## config.mk

```make
export PLATFORM = sky130hd
export DESIGN_NAME = piso_bit_driver
export DESIGN_NICKNAME = d
export VERILOG_FILES = /design/src/rtl/piso_pkg.sv /design/src/rtl/piso_bit_counter.sv /design/src/rtl/piso_bit_driver.sv
export SDC_FILE = /design/constraint.sdc
export NUM_CORES = 1
export LEC_CHECK = 0
export BUFFER_PORTS_ARGS = -buffer_cell sky130_fd_sc_hd__buf_4
export CAP_MARGIN = 30
export CELL_PAD_IN_SITES_DETAIL_PLACEMENT = 1
export CELL_PAD_IN_SITES_GLOBAL_PLACEMENT = 2
export CORE_MARGIN = 3
export CORE_UTILIZATION = 32
export DETAILED_ROUTE_END_ITERATION = 16
export GPL_TIMING_DRIVEN = 0
export PLACE_DENSITY = 0.86
export RECOVER_POWER = 25
export SLEW_MARGIN = 20
export SYNTH_ARGS = -nofsm -noshare
export SYNTH_HDL_FRONTEND = slang
export SYNTH_HIERARCHICAL = 1
export SYNTH_SLANG_ARGS = --single-unit
```

## constraint.sdc

```tcl
create_clock -name clk -period 2.45 [get_ports clk]
set_input_delay 0.245 -clock clk [delete_from_list [all_inputs] [get_ports clk]]
set_output_delay 0.245 -clock clk [all_outputs]
set_load 0.05 [all_outputs]
```

## src/rtl/piso_pkg.sv

```systemverilog
// Shared definitions for the parallel-in/serial-out bit driver: state encoding
// and the default word width.
package piso_pkg;

    localparam int PISO_DEFAULT_WIDTH = 8;

    typedef enum logic [1:0] {
        ST_IDLE   = 2'b00,
        ST_SHIFT  = 2'b01,
        ST_PARITY = 2'b10
    } piso_state_t;

endpackage

```

## src/rtl/piso_bit_counter.sv

```systemverilog
// Loadable down-counter with a zero flag; tracks the remaining bits of a word.
module piso_bit_counter #(
    parameter int CNT_W = 3
) (
    input  logic             clk,
    input  logic             rst,
    input  logic             load,
    input  logic             en,
    input  logic [CNT_W-1:0] load_value,
    output logic             zero
);

    logic [CNT_W-1:0] count_reg;

    // The counter saturates at zero so it can never wrap.
    always_ff @(posedge clk) begin
        if (rst) begin
            count_reg <= '0;
        end else if (load) begin
            count_reg <= load_value;
        end else if (en && (count_reg != '0)) begin
            count_reg <= count_reg - CNT_W'(1);
        end
    end

    assign zero = (count_reg == '0);

endmodule

```

## src/rtl/piso_bit_driver.sv

```systemverilog
// Parallel-in/serial-out driver: accepts a word on valid/ready and shifts it out
// MSB first. Define PISO_PARITY_EN to append an even-parity bit after each word.
module piso_bit_driver
    import piso_pkg::*;
#(
    parameter int WIDTH = PISO_DEFAULT_WIDTH
) (
    input  logic             clk,
    input  logic             rst,
    input  logic [WIDTH-1:0] din,
    input  logic             din_valid,
    output logic             din_ready,
    output logic             sout,
    output logic             sout_valid,
    output logic             busy,
    output logic             done
);

    localparam int CNT_W = $clog2(WIDTH);

    piso_state_t      state_reg;
    logic [WIDTH-1:0] shreg_reg;
    logic             cnt_zero;
    logic             last_bit;
    logic             accept_slot;
    logic             load;
`ifdef PISO_PARITY_EN
    logic             parity_reg;
`endif

    piso_bit_counter #(
        .CNT_W(CNT_W)
    ) u_counter (
        .clk       (clk),
        .rst       (rst),
        .load      (load),
        .en        (state_reg == ST_SHIFT),
        .load_value(CNT_W'(WIDTH - 1)),
        .zero      (cnt_zero)
    );

    assign last_bit = (state_reg == ST_SHIFT) && cnt_zero;

    // The acceptance slot is the final serial cycle of a word, so a word loaded
    // there follows the previous one with no gap.
`ifdef PISO_PARITY_EN
    assign accept_slot = (state_reg == ST_IDLE) || (state_reg == ST_PARITY);
    assign done        = (state_reg == ST_PARITY);
`else
    assign accept_slot = (state_reg == ST_IDLE) || last_bit;
    assign done        = last_bit;
`endif

    assign din_ready  = !rst && accept_slot;
    assign load       = din_valid && din_ready;
    assign sout_valid = (state_reg != ST_IDLE);
    assign busy       = (state_reg != ST_IDLE);

    always_comb begin
        sout = 1'b0;
        case (state_reg)
            ST_SHIFT:  sout = shreg_reg[WIDTH-1];
`ifdef PISO_PARITY_EN
            ST_PARITY: sout = parity_reg;
`endif
            default:   sout = 1'b0;
        endcase
    end

    always_ff @(posedge clk) begin
        if (rst) begin
            state_reg <= ST_IDLE;
            shreg_reg <= '0;
`ifdef PISO_PARITY_EN
            parity_reg <= 1'b0;
`endif
        end else if (load) begin
            state_reg <= ST_SHIFT;
            shreg_reg <= din;
`ifdef PISO_PARITY_EN
            parity_reg <= ^din;
`endif
        end else begin
            case (state_reg)
                ST_SHIFT: begin
                    shreg_reg <= shreg_reg << 1;
                    if (cnt_zero) begin
`ifdef PISO_PARITY_EN
                        state_reg <= ST_PARITY;
`else
                        state_reg <= ST_IDLE;
`endif
                    end
                end
                ST_PARITY: state_reg <= ST_IDLE;
                default:   state_reg <= ST_IDLE;
            endcase
        end
    end

endmodule

```

==> results.md, run 1 <==
- Status: finished, final reports clean
- Count of TritonRoute iterations in the first routing pass: 4
- Post-synth cell types: 24
- Postcts setup bufs: 0
- Synth-to-layout area growth: 23.5%
- Seq/Total Area, Yosys: 0.334
- Pleak: between 0.3 and 0.4 nW
- Synth Area in Simple Gates: 0.226
- RSZ-0062 raised after global routing: false
- Finished layout cell area: between 800 and 900 um^2
- Die Y-Extent: 53.4 um
- Rows: 16
- Complex-gate fraction of the synthesized area: 0.192
- Hold Crit Class: in -> reg
- Worst vdd ir: 0.270 mV
- Port Buf Inserts: 15
- Mux cell area share after synthesis: 0.111
- WS Path Type: reg -> reg
- Placed Area: a little under 900 um^2
- Vias in the first global route: between 600 and 700
- TNS Setup: 0 ns
- Non-filler cells, final: 117
- Combinational fraction of design power: 0.321
- Final worst slack: approximately 0.37 ns
- Die area: 2850 um^2
- Final Max Tran Viols: 0
- Post-Syn Instances: 70
- Final-report hold violation count: 0
- Worst setup SP type: register
- Post-DP HPWL: 1.17 mm
- Crit end category: register
- Synth Area in Adders: 0.0348
- Clk pwr share: 0.233
- Routed WL per cell: 13.6 um
- Post-synthesis xor/xnor area fraction: 0.0122
- # diodes: 0
- Yosys warning total: 6
- Vias: between 500 and 600
- Total GRT Usage: 0.138
- Worst-Margin Slew: about 0.61 ns
- Placed insts: 114
- Hold_ws: 0.179 ns
- Share of layout cells above drive strength 1: 0.322
- Initial core utilization: 0.352
- Clock slew seen by the registers of the worst setup and hold paths: 0.07 ns
- CP arrival: ~2.3 ns
- Worst relative slew slack: 0.590
- Largest net degree at the start of global routing: 11
- Die W: 53.4 um
- Pre-CTS WS: 0.364 ns
- Seq pwr share: 0.446
- Vias per Instance: 4.83
- CTS tree: done
- RD Place Congestion: 0.681
- Number of buffers created by CTS: 3
- Pwr dens: ~580 nW/um^2
- Number of nets with antenna violations after routing: 0
- Hold-fix buffers, CTS: 0
- P_int: 347 uW
- Root Buffer Master: clkbuf_4
- Final Core Density: 0.434
- Post-cts resize count: 0
- First-pass GRT wire length: 2.78 mm
- Drc violations: 0
- Number of I/O pins: 16
- Mean Syn Cell Area: ~10 um^2
- Initial antenna violation count: 0
- Final setup violation count: 0
- Max-cap viol count: 0
- Switching power: 165 uW
- H-tree depth: 1
- Mapped Area: 718 um^2
- Nets: 105
- Sw Share: 0.322
- Period minus WS final: about 2.1 ns
- Routed WL: 1.59 mm
- Number of synthesized register bits: 12
- Clock sinks: 12
- Clock skew: approximately 0.0011 ns
- Grt ovf: 0
- CP required: 2.65 ns
- Core ar.: slightly above 2000 um^2
- CP max FO: 8
- Clk buf depth: 2
- Number of flip-flops in the largest register: 8
- FMAX: a little under 500 MHz
- Final Cycle Share: 0.847
- Later-pin clock latency in the skew report: 0.27 ns
- Initial DRC count: 1
- Largest family of logic cells by synthesized area: simple AND/OR/NAND/NOR gates
- PnR Total Power: about 510 uW
power groups by stage:
stage	clock, mW	combinational [mW]	sequential [mW]
floorplan	0	0.121	0.233
finish	0.119	0.164	0.228
global route	0.139	0.180	0.231
CTS	0.128	0.169	0.229
global placement	0	0.164	0.232
detailed placement	0	0.168	0.233
cell usage after synthesis, drive strengths merged:
master  count  area share
a221oi      7        0.15
o21a        2       0.021
nor2b       7       0.061
and2b       1       0.010
conb        1      0.0052
nand2b      2       0.028
and2        2       0.017
nand2       3       0.038
buf         4       0.057
inv         4       0.021
a21oi       1      0.0070
nor2        5       0.026
dfxtp      12        0.33
clkbuf      1      0.0052
xnor2       1       0.012
a31oi       2       0.017
or3         2       0.017
nand3b      2       0.021
mux2i       8        0.11
nand3       1      0.0070
ha          2       0.035
worst max-delay path, stage by stage, from the launching register on:
cell and delay (ns):
dfxtp_1 0.35, inv_1 0.05, ha_1 0.19, ha_1 0.23, nand2b_1 0.17, buf_6 0.17, nand2_8 0.11, nor2_1 0.12
or3_1 0.42, a31oi_1 0.17
placed cells by master (no fill, tap or decap), types with 3 or more instances in the layout:
| master | instances |
|---|---|
| buf_4 | 14 |
| dfxtp_1 | 12 |
| mux2i_1 | 8 |
| nor2b_1 | 7 |
| a221oi_2 | 7 |
| nor2_1 | 5 |
| inv_1 | 4 |
| clkbuf_1 | 3 |
| buf_6 | 3 |
| clkbuf_4 | 3 |
| conb_1 | 3 |
final timing paths:
kind | depth (start not counted) | slack [ns] | from | endpoint
min | 2 | 0.18 | rst | shreg_reg[5]$_SDFFE_PP0P_
max reg2reg | 9 | 0.37 | u_counter/count_reg[0]$_SDFFE_PP0P_ | u_counter/count_reg[1]$_SDFFE_PP0P_
min reg2reg | 2 | 0.51 | u_counter/count_reg[2]$_SDFFE_PP0P_ | u_counter/count_reg[2]$_SDFFE_PP0P_
max | 9 | 0.37 | u_counter/count_reg[0]$_SDFFE_PP0P_ | u_counter/count_reg[1]$_SDFFE_PP0P_
cell families after synthesis:
group / Yosys count
and+or+nand+nor: 25
AOI/OAI and AO/OA: 12
buffers and inverters: 9
xor gates and xnor gates: 1
adders and majority gates: 2
other: 1
muxes: 8
DFF: 12
routing by layer:
metal	vias up	part of all wire	GRT usage	wire, um
met3	5	0.052	0.0507	83
met2	14	0.47	0.220	746
met4	0	0.013	0.0511	21
met5	-	0	0	0
met1	263	0.46	0.165	736
li1	283	-	-	-
area by class of cell:
class,instances,area [um^2]
Inverter,4,15.0
Sequential cell,12,240
Tap cell,27,33.8
Timing Repair Buffer,15,105
Fill cell,243,1150
Clock buffer,3,22.5
Buffer,5,45.0
Multi-Input combinational cell,51,425
No activity file was read; power rests on OpenSTA's default activity.
==> run 2, diff against run 1 <==
--- a/config.mk
+++ b/config.mk
@@ -5,15 +5,16 @@
 export SDC_FILE = /design/constraint.sdc
 export NUM_CORES = 1
 export LEC_CHECK = 0
+export ABC_AREA = 1
 export BUFFER_PORTS_ARGS = -buffer_cell sky130_fd_sc_hd__buf_4
 export CAP_MARGIN = 30
 export CELL_PAD_IN_SITES_DETAIL_PLACEMENT = 1
 export CELL_PAD_IN_SITES_GLOBAL_PLACEMENT = 2
 export CORE_MARGIN = 3
-export CORE_UTILIZATION = 32
+export CORE_UTILIZATION = 24
 export DETAILED_ROUTE_END_ITERATION = 16
 export GPL_TIMING_DRIVEN = 0
-export PLACE_DENSITY = 0.86
+export PLACE_DENSITY = 0.82
 export RECOVER_POWER = 25
 export SLEW_MARGIN = 20
 export SYNTH_ARGS = -nofsm -noshare
==> constraint.sdc (replaced) <==
create_clock -name clk -period 1.73 [get_ports clk]
set_input_delay 0.173 -clock clk [delete_from_list [all_inputs] [get_ports clk]]
set_output_delay 0.173 -clock clk [all_outputs]
set_load 0.05 [all_outputs]
==> results.md, run 2 <==
- Status: finished, final reports clean
- Routed WL per cell: about 11 um
- Top-count cell post-synth: nand2_1
- Pre-CTS WS: -0.0580 ns
- CTS tree: done
- Max-cap viol count: 0
- FFs w/ async S/R, synth: 0
- WS Path Type: reg -> reg
- Pwr dens: 786 nW/um^2
- CP cell instances: inv_1, ha_1, ha_2, inv_2, nand2_4, nand3_4, clkinv_4, inv_2, nand2_1, nand2_1, nand2_1, nand2_1, nor2_2
- Cell family with most CP delay: simple AND/OR/NAND/NOR gates
- Vias: 804
- Number of synthesized register bits: 12
- Initial antenna violation count: 0
- Dominant synthesized flop cell: dfxtp_1
- Vias in the first global route: ~810
- Core ar.: 2810 um^2
- Drc violations: 0
- Rows: 19
- Commonest non-fill, non-tap cells in the layout: nand2_1, buf_4, inv_1, dfxtp_1, nand3_1
- Post-synth cell types: 18
- Worst R2R End: u_counter/count_reg[0]$_SDFFE_PP0P_
- Placed Area: 875 um^2
- Number of nets with antenna violations after routing: 0
- Worst Reg-to-Reg Cells: 13
- Finished layout cell area: 1000 um^2
- Post-synth top cells: nand2_1, inv_1, dfxtp_1
- Die area: 3690 um^2
- Die W: 60.8 um
- Dominant cells by area after synthesis: dfxtp_1, nand2_1, inv_1, a21oi_1, nand3_1
- CP max FO: 7
- Count of TritonRoute iterations in the first routing pass: 4
- First-pass GRT wire length: 3.38 mm
- CP arrival: 1.78 ns
- Final worst slack: approximately 0.12 ns
- Mapped Area: ~720 um^2
- Commonest non-fill, non-tap cell in the layout: nand2_1
- Critical Path Max Stage Delay: 0.34 ns
- Final-report hold violation count: 0
- Flop-to-flop setup slack: about 0.12 ns
- Initial DRC count: 15
- FF-to-FF Start: u_counter/count_reg[0]$_SDFFE_PP0P_
- Worst relative slew slack: 0.607
- Worst setup SP type: register
- Worst Setup EP: u_counter/count_reg[0]$_SDFFE_PP0P_
- H-tree depth: 1
- Seq/Total Area, Yosys: 0.334
- Largest net degree at the start of global routing: 11
- Share of layout cells above drive strength 1: 0.297
- Hold Crit Class: in -> reg
- Vias per Instance: 4.57
- Grt ovf: 0
- FMAX: 621 MHz
- RD Place Congestion: 0.695
- # diodes: 0
- Worst-Margin Slew: 0.592 ns
- Number of buffers created by CTS: 3
- Buffer and inverter count on the worst path: 4
- Total GRT Usage: 0.118
- Worst path slowest cell: dfxtp_2
- Worst vdd ir: 0.284 mV
- Critical path origin: u_counter/count_reg[0]$_SDFFE_PP0P_
- Final Cycle Share: 0.930
- Filler cell count: 370
- Yosys warning total: 6
- Post-DP HPWL: approximately 1.4 mm
- Period minus WS final: 1.61 ns
- Mean Syn Cell Area: 6.37 um^2
- Final setup violation count: 0
- Pleak: 0.536 nW
- Number of flip-flops in the largest register: 8
- EDFF count, synth: 0
- Nets: approximately 160
- Synth-to-layout area growth: 39.7%
- Root Buffer Master: clkbuf_4
- Clock sinks: 12
- Initial core utilization: 0.256
- CP dominant cell by count: nand2_1
- Post-Syn Instances: 113
- Crit end category: register
- Port Buf Inserts: 14
- Clk buf depth: 2
- Later-pin clock latency in the skew report: between 0.2 and 0.3 ns
- CP required: 1.91 ns
- Number of I/O pins: 16
- Clock slew seen by the registers of the worst setup and hold paths: 0.08 ns
- Routed WL: just under 2 mm
- Biggest area consumer among synthesized cells: dfxtp_1
- Top-area cell type share of the netlist area: 0.334
- Die Y-Extent: 60.8 um
- Clock skew: 0.000846 ns
- CP Depth: 13
- Final Max Tran Viols: 0
-- run 2: cell count changes in the layout (fill, tap and decap cells not counted), sizes merged, moves of 8 or more --
cell | previous run | this run
nand2 | 3 | 36
mux2i | 8 | 0
nand3 | 1 | 11
inv | 4 | 20
a21oi | 1 | 10
buf | 17 | 28
-- run 2: logic make-up after synthesis --
family | after synthesis | synth area share
buffers and inverters | 26 | 0.155
AND/OR/NAND/NOR | 60 | 0.388
other | 1 | 0.00521
adder cells (fa/ha/maj) | 2 | 0.0348
AO/OA/AOI/OAI | 12 | 0.0835
flip-flops | 12 | 0.334
-- run 2: through the flow --
stage | setup TNS (ns) | util | hold slack, ns | cells | power, mW
floorplan | 0 | - | 0.322 | 115 | 0.473
global placement | -0.0296 | 0.312 | 0.452 | 160 | 0.527
detailed placement | -0.157 | 0.312 | 0.458 | 160 | 0.536
CTS | 0 | 0.325 | 0.156 | 164 | 0.772
global route | -0.00934 | 0.358 | 0.157 | 176 | 0.841
finish | 0 | 0.358 | 0.157 | 176 | 0.789
-- run 2: area by class of cell --
type,instances,area [um^2],area share
sequential,12,241,0.240
buffer,5,32.5,0.0324
timing repair buffer,26,188,0.187
tap,31,38.8,0.0386
inverter,21,83.8,0.0834
multi-input combinational,77,384,0.382
clock buffer,4,36.3,0.0361
-- run 2: per-layer routing --
layer	vias to the layer above	global-route usage	wire (um)
met5	-	0	0
met2	13	0.208	987
met1	376	0.146	906
met4	0	0.0372	13
met3	2	0.0191	63
li1	413	-	-
-- run 2: worst min-delay path, delay by kind of cell --
family / cells / cell delay [ns]
buffers and inverters: 1 / 0.11
AOI/OAI and AO/OA: 1 / 0.06
and+or+nand+nor: 1 / 0.05
-- run 2: worst min path at each step --
stage | from | end | cells past startpoint
6_report | din[0] | shreg_reg[0]$_SDFFE_PP0P_ | 3
5_1_grt | din[0] | shreg_reg[0]$_SDFFE_PP0P_ | 3
4_1_cts | din[0] | shreg_reg[0]$_SDFFE_PP0P_ | 3
3_5_place_dp | din[0] | shreg_reg[0]$_SDFFE_PP0P_ | 3
3_3_place_gp | din[0] | shreg_reg[0]$_SDFFE_PP0P_ | 3
2_1_floorplan | din[0] | shreg_reg[0]$_SDFFE_PP0P_ | 2
-- run 2: timing repair --
action                                  CTS  global route
pin swaps                                 0             1
hold buffers                              0             0
endpoints found under the setup margin    3            10
gates resized for setup                   1             6
setup buffers                             0            12
-- run 2: power by group --
part	leakage, nW	switching (mW)	total, mW	internal [mW]
sequential	0.0992	0.0132	0.315	0.302
combinational	0.415	0.141	0.241	0.100
clock	0.0210	0.106	0.234	0.128
total	0.536	0.260	0.789	0.530
==> run 3, diff against run 2 <==
--- a/config.mk
+++ b/config.mk
@@ -14,6 +14,7 @@
 export CORE_UTILIZATION = 24
 export DETAILED_ROUTE_END_ITERATION = 16
 export GPL_TIMING_DRIVEN = 0
+export MAX_ROUTING_LAYER = met4
 export PLACE_DENSITY = 0.82
 export RECOVER_POWER = 25
 export SLEW_MARGIN = 20
==> results.md, run 3 (synthesized netlist as in run 2, its figures left out) <==
- Vias in the first global route: roughly 810
- Filler cell count: 370
- Clock sinks: 12
- Port Buf Inserts: 14
- # diodes: 0
- FF-to-FF Start: u_counter/count_reg[0]$_SDFFE_PP0P_
- Cell family with most CP delay: simple AND/OR/NAND/NOR gates
- Critical Path Max Stage Delay: 0.34 ns
- Hold-fix buffers, CTS: 0
- Vias: roughly 800
- Detailed-routed wire length on met3: approximately 63 um
- Die Y-Extent: 60.8 um
- Crit end category: register
- Routed WL: 1.97 mm
- Count of TritonRoute iterations in the first routing pass: 4
- Vias per Instance: 4.57
- WL met2: 987 um
- Largest net degree at the start of global routing: 11
- Max-cap viol count: 0
- Die W: 60.8 um
- PnR Total Power: 789 uW
- Initial core utilization: 0.256
- Worst-Margin Slew: 0.592 ns
- Grt ovf: 0
- CP arrival: 1.78 ns
- Number of I/O pins: 16
- TNS Setup: 0 ns
- Final Max Tran Viols: 0
- Die area: 3690 um^2
- CP max FO: 7
- CP dominant cell by count: nand2_1
- WS Path Type: reg -> reg
- Worst relative slew slack: 0.607
- CP cell instances: inv_1, ha_1, ha_2, inv_2, nand2_4, nand3_4, clkinv_4, inv_2, nand2_1, nand2_1, nand2_1, nand2_1, nor2_2
- Core ar.: 2810 um^2
- Sw Share: 0.329
- Clock skew: between 0.0008 and 0.0009 ns
- Share of layout cells above drive strength 1: 0.297
- Synth-to-layout area growth: 39.7%
- Switching power: 260 uW
- Worst vdd ir: 0.284 mV
- Root Buffer Master: clkbuf_4
- Initial DRC count: 19
- Later-pin clock latency in the skew report: 0.28 ns
- Combinational fraction of design power: 0.305
- FMAX: 621 MHz
- Commonest non-fill, non-tap cell in the layout: nand2_1
- Initial antenna violation count: 0
- Total GRT Usage: 0.121
- DR top layer: met4
- Pwr dens: 786 nW/um^2
- H-tree depth: 1
- Clock slew seen by the registers of the worst setup and hold paths: 0.08 ns
- Number of nets with antenna violations after routing: 0
- CTS tree: done
- Clk buf depth: 2
- Buffer and inverter count on the worst path: 4
- Critical path origin: u_counter/count_reg[0]$_SDFFE_PP0P_
- Final Cycle Share: 0.930
- Clk pwr share: 0.296
- Final setup violation count: 0
- P_int: roughly 530 uW
- Nets: 159
- CP required: 1.91 ns
- Seq pwr share: 0.399
- Rows: 19
- Status: finished, final reports clean
- Post-DP HPWL: ~1.4 mm
- Number of flip-flops in the largest register: 8
- Period minus WS final: 1.61 ns
- Commonest non-fill, non-tap cells in the layout: nand2_1, buf_4, inv_1, dfxtp_1, nand3_1
- Pleak: roughly 0.54 nW
- Routed WL per cell: 11.2 um
- Met1 Routed Length: 906 um
- Worst path slowest cell: dfxtp_2
- Final-report hold violation count: 0
- First-pass GRT wire length: 3.39 mm
- Hold Crit Start: din[0]
- Number of buffers created by CTS: 3
- RD Place Congestion: 0.703
- Drc violations: 0
- Hold Crit Class: in -> reg
- Worst setup SP type: register
## run 3: cell counts in the layout (fill, tap and decap cells not counted)
No cell type changed its count.
## run 3: layout make-up
type                       count  area [um^2]  share of cell area
buffer                         5         32.5              0.0324
multi-input combinational     77          384               0.382
timing repair buffer          26          188               0.187
sequential                    12          241               0.240
tap                           31         38.8              0.0386
inverter                      21         83.8              0.0834
clock buffer                   4         36.3              0.0361
## run 3: per-layer routing
layer,vias up,GRT usage
met4,0,0.0372
met2,13,0.208
li1,413,-
met5,-,-
met1,376,0.146
met3,2,0.0191
## run 3: final timing paths
kind	end	slack (ns)	cells past startpoint
setup / recovery	u_counter/count_reg[0]$_SDFFE_PP0P_	0.12	13
hold / removal	shreg_reg[0]$_SDFFE_PP0P_	0.16	3
setup reg to reg	u_counter/count_reg[0]$_SDFFE_PP0P_	0.12	13
hold reg to reg	shreg_reg[6]$_SDFFE_PP0P_	0.49	2
## run 3: per-stage QoR
step	cell area [um^2]	worst slack [ns]	utilization	instances	hold WS (ns)
6_report	1000	0.121	0.358	176	0.157
5_1_grt	1000	-0.00934	0.358	176	0.157
4_1_cts	911	0.000467	0.325	164	0.156
3_5_place_dp	875	-0.0580	0.312	160	0.458
3_3_place_gp	875	-0.0170	0.312	160	0.452
2_1_floorplan	731	0.172	-	115	0.322
## run 3: worst register-to-register path, delay by kind of cell, from the launching register on
| kind | cells | cell delay (ns) |
|---|---|---|
| buffers and inverters | 4 | 0.30 |
| adder cells (fa/ha/maj) | 2 | 0.42 |
| AND/OR/NAND/NOR | 7 | 0.45 |
| flip-flops | 1 | 0.34 |
## run 3: what timing repair did
item	4_1_cts	5_1_grt
endpoints found under the setup margin	3	10
resized for setup	1	6
cloned	0	0
pin swaps	0	1
hold endpoints to repair	0	0
setup buffers	0	12
## run 3: power by group through the flow
stage,clock network [mW],logic [mW],registers [mW]
after global placement,0,0.207,0.320
after global routing,0.248,0.275,0.319
after floorplan,0,0.149,0.324
after detailed placement,0,0.215,0.321
final,0.234,0.241,0.315
after CTS,0.241,0.216,0.315
